## src/rtl/uart_pkg.sv

```systemverilog
// Shared types and constants for the UART transmit scheduler.
package uart_pkg;

  localparam int unsigned BYTE_W          = 8;
  localparam int unsigned TMO_W           = 32;
  localparam int unsigned UART_BAUD_DIV   = 868;
  localparam int unsigned DEF_ACK_TIMEOUT = 4096;

  typedef enum logic [2:0] {
    ST_IDLE      = 3'd0,
    ST_ISSUE     = 3'd1,
    ST_WAIT_BUSY = 3'd2,
    ST_WAIT_DONE = 3'd3,
    ST_NEXT      = 3'd4
  } state_t;

endpackage

```

## src/rtl/uart_tx_scheduler_rr_arbiter.sv

```systemverilog
// Combinational round-robin pick: the first requester after last_i wins.
module rr_arbiter #(
  parameter int unsigned N  = 4,
  parameter int unsigned IW = $clog2(N)
) (
  input  logic [N-1:0]  req_i,
  input  logic [IW-1:0] last_i,
  output logic [N-1:0]  gnt_o,
  output logic [IW-1:0] idx_o
);

  int unsigned cand;

  always_comb begin
    gnt_o = '0;
    idx_o = '0;
    cand  = 0;
    for (int unsigned k = 1; k <= N; k++) begin
      cand = (32'(last_i) + k) % N;
      if (gnt_o == '0 && req_i[IW'(cand)]) begin
        gnt_o[IW'(cand)] = 1'b1;
        idx_o            = IW'(cand);
      end
    end
  end

endmodule

```

## src/rtl/uart_tx_scheduler.sv

```systemverilog
// Schedules byte streams from N_REQ requesters onto one UART transmitter,
// packet-atomic with a per-grant burst limit and handshake timeouts.
module uart_tx_scheduler
  import uart_pkg::*;
#(
  parameter int unsigned N_REQ       = 4,
  parameter int unsigned MAX_BURST   = 64,
  parameter int unsigned ACK_TIMEOUT = DEF_ACK_TIMEOUT
) (
  input  logic                      clk,
  input  logic                      rst_n,
  input  logic [N_REQ-1:0]          req_valid,
  input  logic [BYTE_W*N_REQ-1:0]   req_data,
  input  logic [N_REQ-1:0]          req_last,
  output logic [N_REQ-1:0]          req_ready,
  output logic [BYTE_W-1:0]         tx_data,
  output logic                      tx_valid,
  input  logic                      tx_ready,
  output logic [$clog2(N_REQ)-1:0]  grant_id,
  output logic                      busy,
  output logic                      timeout_err
);

  localparam int unsigned GW = $clog2(N_REQ);
  localparam int unsigned BW = $clog2(MAX_BURST + 1);

  state_t            state_q, state_d;
  logic [GW-1:0]     grant_q, grant_d;
  logic [GW-1:0]     lg_q, lg_d;
  logic [BW-1:0]     burst_q, burst_d, burst_inc;
  logic              last_q, last_d;
  logic [TMO_W-1:0]  tmo_q, tmo_d;
  logic [BYTE_W-1:0] txd_q, txd_d;
  logic              tmo_err_q, tmo_err_d;
  logic              fire;

  logic [BYTE_W-1:0] req_byte [N_REQ];
  logic [N_REQ-1:0]  arb_gnt;
  logic [GW-1:0]     arb_idx;
  logic              sel_valid;
  logic [BYTE_W-1:0] sel_data;
  logic              tmo_hit;

  rr_arbiter #(.N(N_REQ), .IW(GW)) u_arb (
    .req_i  (req_valid),
    .last_i (lg_q),
    .gnt_o  (arb_gnt),
    .idx_o  (arb_idx)
  );

  always_comb begin
    for (int unsigned k = 0; k < N_REQ; k++) begin
      req_byte[k] = req_data[k*BYTE_W +: BYTE_W];
    end
  end

  assign sel_valid = req_valid[grant_q];
  assign sel_data  = req_byte[grant_q];
  assign tmo_hit   = (tmo_q >= TMO_W'(ACK_TIMEOUT - 1));
  assign burst_inc = (burst_q == BW'(MAX_BURST)) ? burst_q : burst_q + BW'(1);

  // Next-state and handshake decisions; accept/launch is Mealy so that
  // tx_valid is only raised in a cycle where tx_ready is seen high.
  always_comb begin
    state_d   = state_q;
    grant_d   = grant_q;
    lg_d      = lg_q;
    burst_d   = burst_q;
    last_d    = last_q;
    tmo_d     = tmo_q;
    txd_d     = txd_q;
    tmo_err_d = 1'b0;
    fire      = 1'b0;
    unique case (state_q)
      ST_IDLE: begin
        if (arb_gnt != '0) begin
          grant_d = arb_idx;
          burst_d = '0;
          state_d = ST_ISSUE;
        end
      end
      ST_ISSUE: begin
        if (rst_n && tx_ready && sel_valid) begin
          fire    = 1'b1;
          txd_d   = sel_data;
          last_d  = req_last[grant_q];
          tmo_d   = '0;
          state_d = ST_WAIT_BUSY;
        end
      end
      ST_WAIT_BUSY, ST_WAIT_DONE: begin
        if ((state_q == ST_WAIT_BUSY) ? !tx_ready : tx_ready) begin
          tmo_d   = '0;
          state_d = (state_q == ST_WAIT_BUSY) ? ST_WAIT_DONE : ST_NEXT;
        end else if (tmo_hit) begin
          tmo_err_d = 1'b1;
          lg_d      = grant_q;
          state_d   = ST_IDLE;
        end else begin
          tmo_d = tmo_q + TMO_W'(1);
        end
      end
      ST_NEXT: begin
        burst_d = burst_inc;
        if (last_q || burst_inc == BW'(MAX_BURST)) begin
          lg_d    = grant_q;
          state_d = ST_IDLE;
        end else begin
          state_d = ST_ISSUE;
        end
      end
      default: state_d = ST_IDLE;
    endcase
  end

  always_ff @(posedge clk) begin
    if (!rst_n) begin
      state_q   <= ST_IDLE;
      grant_q   <= '0;
      lg_q      <= GW'(N_REQ - 1);
      burst_q   <= '0;
      last_q    <= 1'b0;
      tmo_q     <= '0;
      txd_q     <= '0;
      tmo_err_q <= 1'b0;
    end else begin
      state_q   <= state_d;
      grant_q   <= grant_d;
      lg_q      <= lg_d;
      burst_q   <= burst_d;
      last_q    <= last_d;
      tmo_q     <= tmo_d;
      txd_q     <= txd_d;
      tmo_err_q <= tmo_err_d;
    end
  end

  // The launched byte is visible during the tx_valid cycle and held after.
  always_comb begin
    req_ready          = '0;
    req_ready[grant_q] = fire;
    tx_valid           = fire;
    tx_data            = fire ? sel_data : txd_q;
  end

  assign grant_id    = grant_q;
  assign busy        = (state_q != ST_IDLE);
  assign timeout_err = tmo_err_q;

endmodule

```

## config.mk

```make
export PLATFORM = sky130hd
export DESIGN_NAME = uart_tx_scheduler
export DESIGN_NICKNAME = d
export VERILOG_FILES = /design/src/rtl/uart_pkg.sv /design/src/rtl/uart_tx_scheduler_rr_arbiter.sv /design/src/rtl/uart_tx_scheduler.sv
export SDC_FILE = /design/constraint.sdc
export NUM_CORES = 1
export LEC_CHECK = 0
export CAP_MARGIN = 10
export CELL_PAD_IN_SITES_DETAIL_PLACEMENT = 2
export CELL_PAD_IN_SITES_GLOBAL_PLACEMENT = 2
export CORE_UTILIZATION = 30
export CTS_CLUSTER_DIAMETER = 60
export DETAILED_ROUTE_END_ITERATION = 12
export PLACE_DENSITY_LB_ADDON = 0.1
export SLEW_MARGIN = 20
export SYNTH_ARGS = -nofsm -noshare
export SYNTH_HDL_FRONTEND = slang
export SYNTH_SLANG_ARGS = --single-unit
```

## constraint.sdc

```tcl
create_clock -name clk -period 5.1 [get_ports clk]
set_clock_uncertainty 0.05 [all_clocks]
set_input_delay 1.02 -clock clk [delete_from_list [all_inputs] [get_ports clk]]
set_output_delay 1.02 -clock clk [all_outputs]
set_load 0.01 [all_outputs]
```

==> qor.csv <==
metric,value,unit
place_congestion,0.782,
synth.most_common_cell,dfxtp_1,
post_cts_buffers,0,
hold_violations,0,
netlist_instances,368,
dr.pass1.iters,4,
hp-start,tmo_q[12],
critPathMaxStageDelay,0.60,ns
synth_edf_count,0,
grt_max_degree,34,
clk_pin_slew_worst_paths,0.11,ns
io_pins,60,
endpoint_kind,output port,
met3_usage,2.61,%
grt_use_met2,34.0,%
start_util,31.5,%
placed_cell_area,0.00402,mm²
cts_buffer_depth,2,
rows,37,
ir_worst_vdd,0.110,mV
grtUsageMet1,22.8,%
r2r-end,burst_q[2],
syn_area,0.00331,mm²
cts_root_buf,clkbuf_8,
crit_required,4.03,ns
rsz0062_at_grt,false,
numCtsBuffers,5,
multiInputGateArea,0.00205,mm²
r2r_start,lg_q[0],
pre_cts_slack,0.434,ns
drive_gt1_share,8.75,%
arrival,3.58,ns
cts-hold-fix-buffers,0,
grt-ovfl-total,0,
ys_warn_count,0,
cts_tree,done,
hpwlAfterDp,7540,µm
syn2layout_area_growth,24.3,%
r2r_slack,2.02,ns
core_area,0.0105,mm²
cts-resized-gates,0,
worstHoldPathCells,2,
clkLatencyLatePin,0.32,ns
design_area,0.00411,mm²
worst_pin_slew,0.648,ns
track_usage,18.6,%
synth.top_cells.by_area,"dfxtp_1 34%, mux4_2 9.5%, ha_1 4.9%",
yosysTopAreaCell,dfxtp_1,
yosys-top-cells-count,"56 x dfxtp_1, 34 x nand2_1, 25 x nor2_1",
ys_seq_area_share,33.9,%
synthArstFlopShare,0,%
grt_pass1_vias,3275,
drv_slew,0,
die-area,0.0114,mm²
port_buffers,59,
worst-setup-path-type,in -> out,
first_iter_violations,98,
register_area,0.00112,mm²
start_kind,input port,
setup_viol_count_final,0,
remaining_drc_errors,0,
routed_wl,10100,µm
finalNetCount,478,
status,"complete, no violations",
period_share,91.2,%
hold_class,reg -> reg,
final.min_clock_period,4.65,ns
syn_avg_cell_area,8.99,µm²
whs_endpoint,tmo_q[12],
wl_per_cell,18.0,µm
rr_worst_depth,8,
ys_ff_latch,56,
leakagePower,1.48,nW
yosysTopAreaCellShare,33.9,%
worstPathMaxFanout,12,
cp_common_cell,clkdlybuf4s50_1,
htreeDepth,2,
grt_first_pass_wirelength,16600,µm
vias_per_cell,5.36,
crit_family,buffers and inverters,
nFillCells,1138,
path_cells,clkdlybuf4s50_1 > mux4_2 > nand4_1 > or3_1 > inv_2 > mux2_1 > clkdlybuf4s50_1,
netlist-cell-type-count,58,
slowest_stage,clkdlybuf4s50_1,
finalWorstSetupSlack,0.450,ns
grt.busiest_layer,met2,
setup_tns,0,ns
ant_nets,0,
diodes,0,
vias,2995,
fp.dieH,107,µm
timing.critical_path.buf_inv,3,
clock_sinks,56,
p_per_area,304,mW/mm²
relSlewSlack,56.8,%
antenna_found_initial,0,
synth_ff_type,dfxtp_1,
synth_nets,424,
die_w,107,µm
max_freq,0.215,GHz
cap_violations,0,
flip-flops by register name, summed over array words and instances (netlist names):
register	flops
lg_q	2
tmo_q	32
txd_q	8
burst_q	7
grant_id	2
last_q	1
timeout_err	1
state_q	3
cell families after synthesis:
| logic type | share of synthesized area [%] |
|---|---|
| adders and majority gates | 4.92 |
| DFF | 33.9 |
| muxes | 13.8 |
| buffers and inverters | 4.16 |
| AOI/OAI and AO/OA | 16.8 |
| xor gates and xnor gates | 2.38 |
| and+or+nand+nor | 24.1 |
worst reg2reg max path, delay by kind of cell (launching register included):
kind | cells | cell delay (ns)
buffers and inverters | 1 | 0.26
AOI/OAI and AO/OA | 3 | 0.81
adders and majority gates | 1 | 0.28
DFF | 1 | 0.75
and+or+nand+nor | 3 | 0.88
final cells by class:
type / count / share of cell area (%)
multi-input combinational: 280 / 49.8
sequential: 56 / 27.3
timing repair buffer: 63 / 15.1
tap: 136 / 4.14
clock buffer: 5 / 1.67
inverter: 16 / 1.46
clock inverter: 3 / 0.518
placed cells by master, fill, tap and decap left out, types with 3 or more instances in the layout:
cell | Yosys | final
clkdlybuf4s50_1 | 0 | 59
dfxtp_1 | 56 | 56
nand2_1 | 34 | 34
nor2_1 | 25 | 25
and2_1 | 22 | 22
nand3_1 | 15 | 15
mux4_2 | 14 | 14
inv_1 | 14 | 14
a21oi_1 | 13 | 13
ha_1 | 13 | 13
nor3_1 | 12 | 12
o21ai_0 | 11 | 11
nor4_1 | 10 | 10
mux2_1 | 8 | 8
xor2_1 | 8 | 8
o21ai_1 | 8 | 8
o21a_1 | 7 | 7
a31oi_1 | 7 | 7
or3_1 | 6 | 6
nor2b_1 | 6 | 6
nand4_1 | 5 | 5
or4_1 | 5 | 5
clkbuf_8 | 0 | 5
o211ai_1 | 4 | 4
mux2i_1 | 4 | 4
buf_4 | 2 | 4
and3_1 | 3 | 3
o31ai_1 | 3 | 3
a41oi_1 | 3 | 3
o22ai_1 | 3 | 3
through the flow:
step	total power [W]	instances	hold slack [ns]	utilization (%)
6_report	0.00125	559	0.415	39.1
3_5_place_dp	0.00101	551	0.397	38.3
4_1_cts	0.00128	559	0.424	39.1
5_1_grt	0.00134	559	0.449	39.1
2_1_floorplan	0.000826	368	0.375	-
3_3_place_gp	0.00100	551	0.395	38.3
routing by layer:
| layer | wire [µm] | up-vias |
|---|---|---|
| li1 | - | 1462 |
| met1 | 4610 | 1487 |
| met2 | 5130 | 34 |
| met3 | 214 | 12 |
| met4 | 117 | 0 |
| met5 | 0 | - |
power by group:
part | total (W) | leakage, nW | switching [W] | internal (W)
clock | 0.000262 | 0.0445 | 0.000164 | 0.0000982
combinational | 0.000495 | 0.986 | 0.000272 | 0.000222
sequential | 0.000494 | 0.452 | 0.0000315 | 0.000462
total | 0.00125 | 1.48 | 0.000468 | 0.000783
worst max-delay path by stage:
stage | slack (ns) | startpoint | end | cells after the start
CTS | 0.44 | req_valid[3] | tx_data[2] | 7
global placement | 0.52 | req_valid[3] | tx_data[3] | 7
global route | 0.29 | req_valid[3] | tx_data[2] | 7
detailed placement | 0.43 | req_valid[3] | tx_data[2] | 7
finish | 0.45 | req_valid[3] | tx_data[4] | 7
floorplan | 1.66 | req_valid[2] | tx_data[0] | 6
Power figures use the tool's default switching activity.
